$ cat config.mk
export PLATFORM = sky130hd
export DESIGN_NAME = mem_responder
export DESIGN_NICKNAME = d
export VERILOG_FILES = /design/src/rtl/mem_pkg.sv /design/src/rtl/mem_array.sv /design/src/rtl/mem_responder.sv
export SDC_FILE = /design/constraint.sdc
export NUM_CORES = 2
export LEC_CHECK = 0
export CORE_MARGIN = 4
export CORE_UTILIZATION = 45
export DETAILED_ROUTE_END_ITERATION = 7
export PLACE_DENSITY = 0.67
export SYNTH_ARGS = -nofsm -noshare
export SYNTH_HDL_FRONTEND = slang
export SYNTH_HIERARCHICAL = 1
export SYNTH_SLANG_ARGS = --single-unit
export TNS_END_PERCENT = 20
$ cat constraint.sdc
create_clock -name clock -period 4.2 [get_ports clock]
set_clock_uncertainty 0.15 [all_clocks]
set_input_delay 0.84 -clock clock [delete_from_list [all_inputs] [get_ports clock]]
set_output_delay 0.84 -clock clock [all_outputs]
set_load 0.01 [all_outputs]
$ cat src/rtl/mem_pkg.sv
// rtl/mem_pkg.sv - shared encodings for the multicycle memory responder
package mem_pkg;

    localparam logic [1:0] ST_IDLE   = 2'd0;
    localparam logic [1:0] ST_WAIT   = 2'd1;
    localparam logic [1:0] ST_ACCESS = 2'd2;
    localparam logic [1:0] ST_DONE   = 2'd3;

    localparam logic OP_RD = 1'b0;
    localparam logic OP_WR = 1'b1;

    localparam int DEF_DATA_W = 16;
    localparam int DEF_ADDR_W = 8;

endpackage

$ cat src/rtl/mem_array.sv
// rtl/mem_array.sv - single-port synchronous RAM, registered read, no reset
module mem_array
    import mem_pkg::*;
#(
    parameter int ADDR_W = DEF_ADDR_W,
    parameter int DATA_W = DEF_DATA_W
) (
    input  logic              clock,
    input  logic              we,
    input  logic [ADDR_W-1:0] addr,
    input  logic [DATA_W-1:0] din,
    output logic [DATA_W-1:0] dout
);

    logic [DATA_W-1:0] mem [0:(2**ADDR_W)-1];

    always_ff @(posedge clock) begin
        if (we) begin
            mem[addr] <= din;
        end
        dout <= mem[addr];
    end

endmodule

$ cat src/rtl/mem_responder.sv
// rtl/mem_responder.sv - edge-triggered memory slave with programmable wait states
// Ready pulses WAIT_CYCLES+2 edges after the accepting edge; busy covers that ready cycle.
module mem_responder
    import mem_pkg::*;
#(
    parameter int ADDR_W      = DEF_ADDR_W,
    parameter int DATA_W      = DEF_DATA_W,
    parameter int WAIT_CYCLES = 2
) (
    input  logic              clock,
    input  logic              reset_n,
    input  logic              mem_read,
    input  logic              mem_write,
    input  logic [ADDR_W-1:0] addr,
    input  logic [DATA_W-1:0] wdata,
    output logic [DATA_W-1:0] rdata,
    output logic              ready,
    output logic              busy,
    output logic              err
);

    localparam logic [3:0] WAIT_INIT = 4'(WAIT_CYCLES);
    localparam bit         NO_WAIT   = (WAIT_CYCLES == 0);

    logic [1:0]        state;
    logic [3:0]        cnt;
    logic              mem_read_d;
    logic              mem_write_d;
    logic              op_q;
    logic [ADDR_W-1:0] addr_q;
    logic [DATA_W-1:0] wdata_q;
    logic [DATA_W-1:0] dout;
    logic              req_rd;
    logic              req_wr;
    logic              ram_we;

    assign req_rd = mem_read  & ~mem_read_d;
    assign req_wr = mem_write & ~mem_write_d;
    assign ram_we = (state == ST_ACCESS) && (op_q == OP_WR);

    // The RAM reads addr_q on the ACCESS edge; DONE then forwards dout to rdata.
    mem_array #(
        .ADDR_W (ADDR_W),
        .DATA_W (DATA_W)
    ) u_array (
        .clock (clock),
        .we    (ram_we),
        .addr  (addr_q),
        .din   (wdata_q),
        .dout  (dout)
    );

    always_ff @(posedge clock or negedge reset_n) begin
        if (!reset_n) begin
            state       <= ST_IDLE;
            cnt         <= 4'd0;
            mem_read_d  <= 1'b0;
            mem_write_d <= 1'b0;
            op_q        <= OP_RD;
            addr_q      <= '0;
            wdata_q     <= '0;
            rdata       <= '0;
            ready       <= 1'b0;
            busy        <= 1'b0;
            err         <= 1'b0;
        end else begin
            mem_read_d  <= mem_read;
            mem_write_d <= mem_write;
            ready       <= 1'b0;
            err         <= 1'b0;
            if (ready) begin
                busy <= 1'b0;
            end
            case (state)
                ST_IDLE: begin
                    // busy is still set during the ready cycle, so requests there are dropped
                    if (!busy) begin
                        if (req_rd && req_wr) begin
                            err <= 1'b1;
                        end else if (req_rd || req_wr) begin
                            op_q    <= req_wr ? OP_WR : OP_RD;
                            addr_q  <= addr;
                            wdata_q <= wdata;
                            busy    <= 1'b1;
                            if (NO_WAIT) begin
                                state <= ST_ACCESS;
                            end else begin
                                cnt   <= WAIT_INIT;
                                state <= ST_WAIT;
                            end
                        end
                    end
                end
                ST_WAIT: begin
                    cnt <= cnt - 4'd1;
                    if (cnt == 4'd1) begin
                        state <= ST_ACCESS;
                    end
                end
                ST_ACCESS: begin
                    state <= ST_DONE;
                end
                ST_DONE: begin
                    if (op_q == OP_RD) begin
                        rdata <= dout;
                    end
                    ready <= 1'b1;
                    state <= ST_IDLE;
                end
                default: begin
                    state <= ST_IDLE;
                end
            endcase
        end
    end

endmodule
==> results.tsv <==
stage	metric	value	unit
floorplanning	core_area	0.349	mm2
clock_tree	clk_path_buf_depth	4	
worst_setup_path	startpoint_type	flip-flop	
sta	fin_ws	0.0271	ns
worst_setup_path	path_class	reg2reg	
synth	synth_edf_count	4096	
min_path	holdCritPathClass	in2reg	
sta	max_freq	240	MHz
sta	fin_crit	4.17	ns
final_layout	num-nets-final	7672	
floorplanning	io-pin-count	47	
clock_tree	htreeDepth	5	
place	place_congestion	0.854	
floorplanning	die_h	600	um
sta	max_slew_margin	13.3	%
route	drt_first_pass_iters	6	
route	wl	413000	um
worst_setup_path	cp-end-kind	flip-flop	
clock_tree	cts_inserted_buffers	408	
clock_tree	cts_tree	built	
grt	grt_pass1_wl	590000	um
place	io_buffers	46	
sta	period_share	99.4	%
synth	yosys_warnings	6	
route	routed_via_density	6.25	
route	antenna_violating_nets_post_route	0	
synth	syn_area	0.158	mm2
sta	slew_viol_final	0	
final_layout	area_growth	15.5	%
route	wl_met2	197000	um
floorplanning	row_count	217	
worst_setup_path	required	4.85	ns
floorplanning	dieArea	0.360	mm2
grt	grt_remaining_overflow	0	
grt	grt_use_total	22.8	%
place	place_hpwl	252000	um
final_layout	num-fill-cells	26300	
status	status	finished clean	
route	highest_layer	met5	
route	vias	78600	
synth	synth_seq_area_share	79.0	%
synth	synth_area_leaders	edfxtp_1, mux4_2, a22oi_1	
clock_tree	clkTransAtPathRegs	0.06	ns
pwr	ir_drop	0.539	mV
sta	hold_viol	0	
synth	synth_top_area_cell	edfxtp_1	
synth	synthTopCellsByCount	edfxtp_1, mux4_2, a22oi_1	
sta	worst_pin_slew	1.30	ns
floorplanning	die_w	600	um
sta	rsz0062_at_grt	yes	
route	dr.first_iter.drc_count	11700	
synth	synthCells	6887	
pwr	power	0.128	W
final_layout	drive_gt1_share	30.9	%
synth	syn_nets	6922	
synth	synth_flop_cell	edfxtp_1	
clock_tree	post_cts_buffers	0	
synth	synth_most_common_cell	edfxtp_1	
route	wl_per_cell	32.9	um
synth	synth_cell_types	48	
grt	antenna_found_initial	17	
pwr	power_density	701	mW/mm2
synth	postSynth.asyncResetShare	1.25	%
worst_setup_path	crit_arrival	4.82	ns
grt	first_global_vias	77700	
clock_tree	cts-root-buf	clkbuf_16	
pwr	leakage	56.8	nW
route	met3_length	44700	um
clock_tree	clk-insertion-delay-late	0.96	ns
synth	avgSynthCellArea	22.9	um2
route	drc	0	
place	pre_cts_slack	-0.293	ns
floorplanning	start_util	45.2	%
route	wirelength_met1	154000	um
run	max-cap-violations	0	
sta	setup_violations	0	
synth	synth_top_area_share	78.0	%
synth	ys_seq_elements	4164	
clock_tree	cts.sinks	4164	
grt	grt_max_degree	162	
worst_setup_path	cp_max_fo	17	
path summary, 6_finish.rpt:
| kind | end | cells past startpoint | slack (ns) | from |
|---|---|---|---|---|
| min in group asynchronous | state[1] | 2 | 0.47 | reset_n |
| max reg2reg | u_array/dout[12] | 10 | 0.03 | addr_q[0] |
| min reg2reg | busy | 1 | 0.35 | ready |
| max in group asynchronous | addr_q[1] | 2 | 2.63 | reset_n |
| min | mem_read_d | 1 | 0.23 | mem_read |
| max | u_array/dout[12] | 10 | 0.03 | addr_q[0] |
routing by layer:
layer	vias to the layer above	GRT usage, %
met5	-	0
met4	6	8.42
met3	692	4.54
met2	4827	35.5
met1	42000	32.3
li1	31100	-
layout make-up:
cell class                 instances  area [um2]  share of cell area (%)
clock inverter                   240        2270                    1.24
antenna                            9        22.5                  0.0124
inverter                           7        26.3                  0.0144
tap                             4599        5750                    3.16
multi-input combinational       2289       31600                    17.4
sequential                      4164      125000                    68.4
clock buffer                     506       10800                    5.90
timing repair buffer             767        7070                    3.88
layout by cell type, fill, tap and decap left out, types with 39 or more instances in the layout:
cell type,n
a21oi_1,256
a22oi_1,512
buf_12,96
buf_4,625
clkbuf_1,87
clkbuf_16,414
clkdlybuf4s50_1,45
clkinv_1,93
clkinv_2,79
edfxtp_1,4096
mux4_2,1024
nor2_1,224
o41ai_1,39
registers in the layout, indices dropped and copies added (netlist names), 2 cells and up:
register      cells
u_array/mem    4096
rdata            16
u_array/dout     16
wdata_q          16
addr_q            8
cnt               4
state             2
worst max-delay path: stages, from the launching register on:
cell     delay [ns]
dfrtp_4        0.66
buf_12         0.29
buf_12         0.20
buf_12         0.16
buf_4          0.21
mux4_2         0.53
a22oi_1        0.30
a21oi_1        0.20
o41ai_1        0.86
buf_4          0.32
nand4_1        0.10
cells by family after synthesis:
| group | synth area share, % |
|---|---|
| simple gates | 0.996 |
| buf+inv | 1.27 |
| mux | 15.0 |
| flops | 79.0 |
| compound gates | 3.70 |
| xor+xnor | 0.0230 |
| fa+ha+maj | 0.0555 |
per-stage QoR:
stage / utilization [%] / instance area (um2) / instances / hold slack [ns] / TNS, ns
after floorplan: - / 158000 / 6887 / 0.289 / 0
after global placement: 48.4 / 169000 / 11800 / 0.334 / -3.44
after detailed placement: 48.4 / 169000 / 11800 / 0.332 / -1.08
after CTS: 52.2 / 182000 / 12600 / 0.164 / -0.0806
after global routing: 52.2 / 182000 / 12600 / 0.208 / -0.0630
final: 52.2 / 182000 / 12600 / 0.235 / 0
repair_timing:
item	in CTS	in global routing
hold buffers	1	0
gates resized for setup	7	4
endpoints found under the setup margin	6	4
hold endpoints to repair	52	0
power by group:
group	total, W	internal, W	switching [W]
clock	0.0356	0.0202	0.0154
sequential	0.0545	0.0522	0.00229
combinational	0.0376	0.0143	0.0233
total	0.128	0.0867	0.0410
Power figures use the tool's default switching activity.
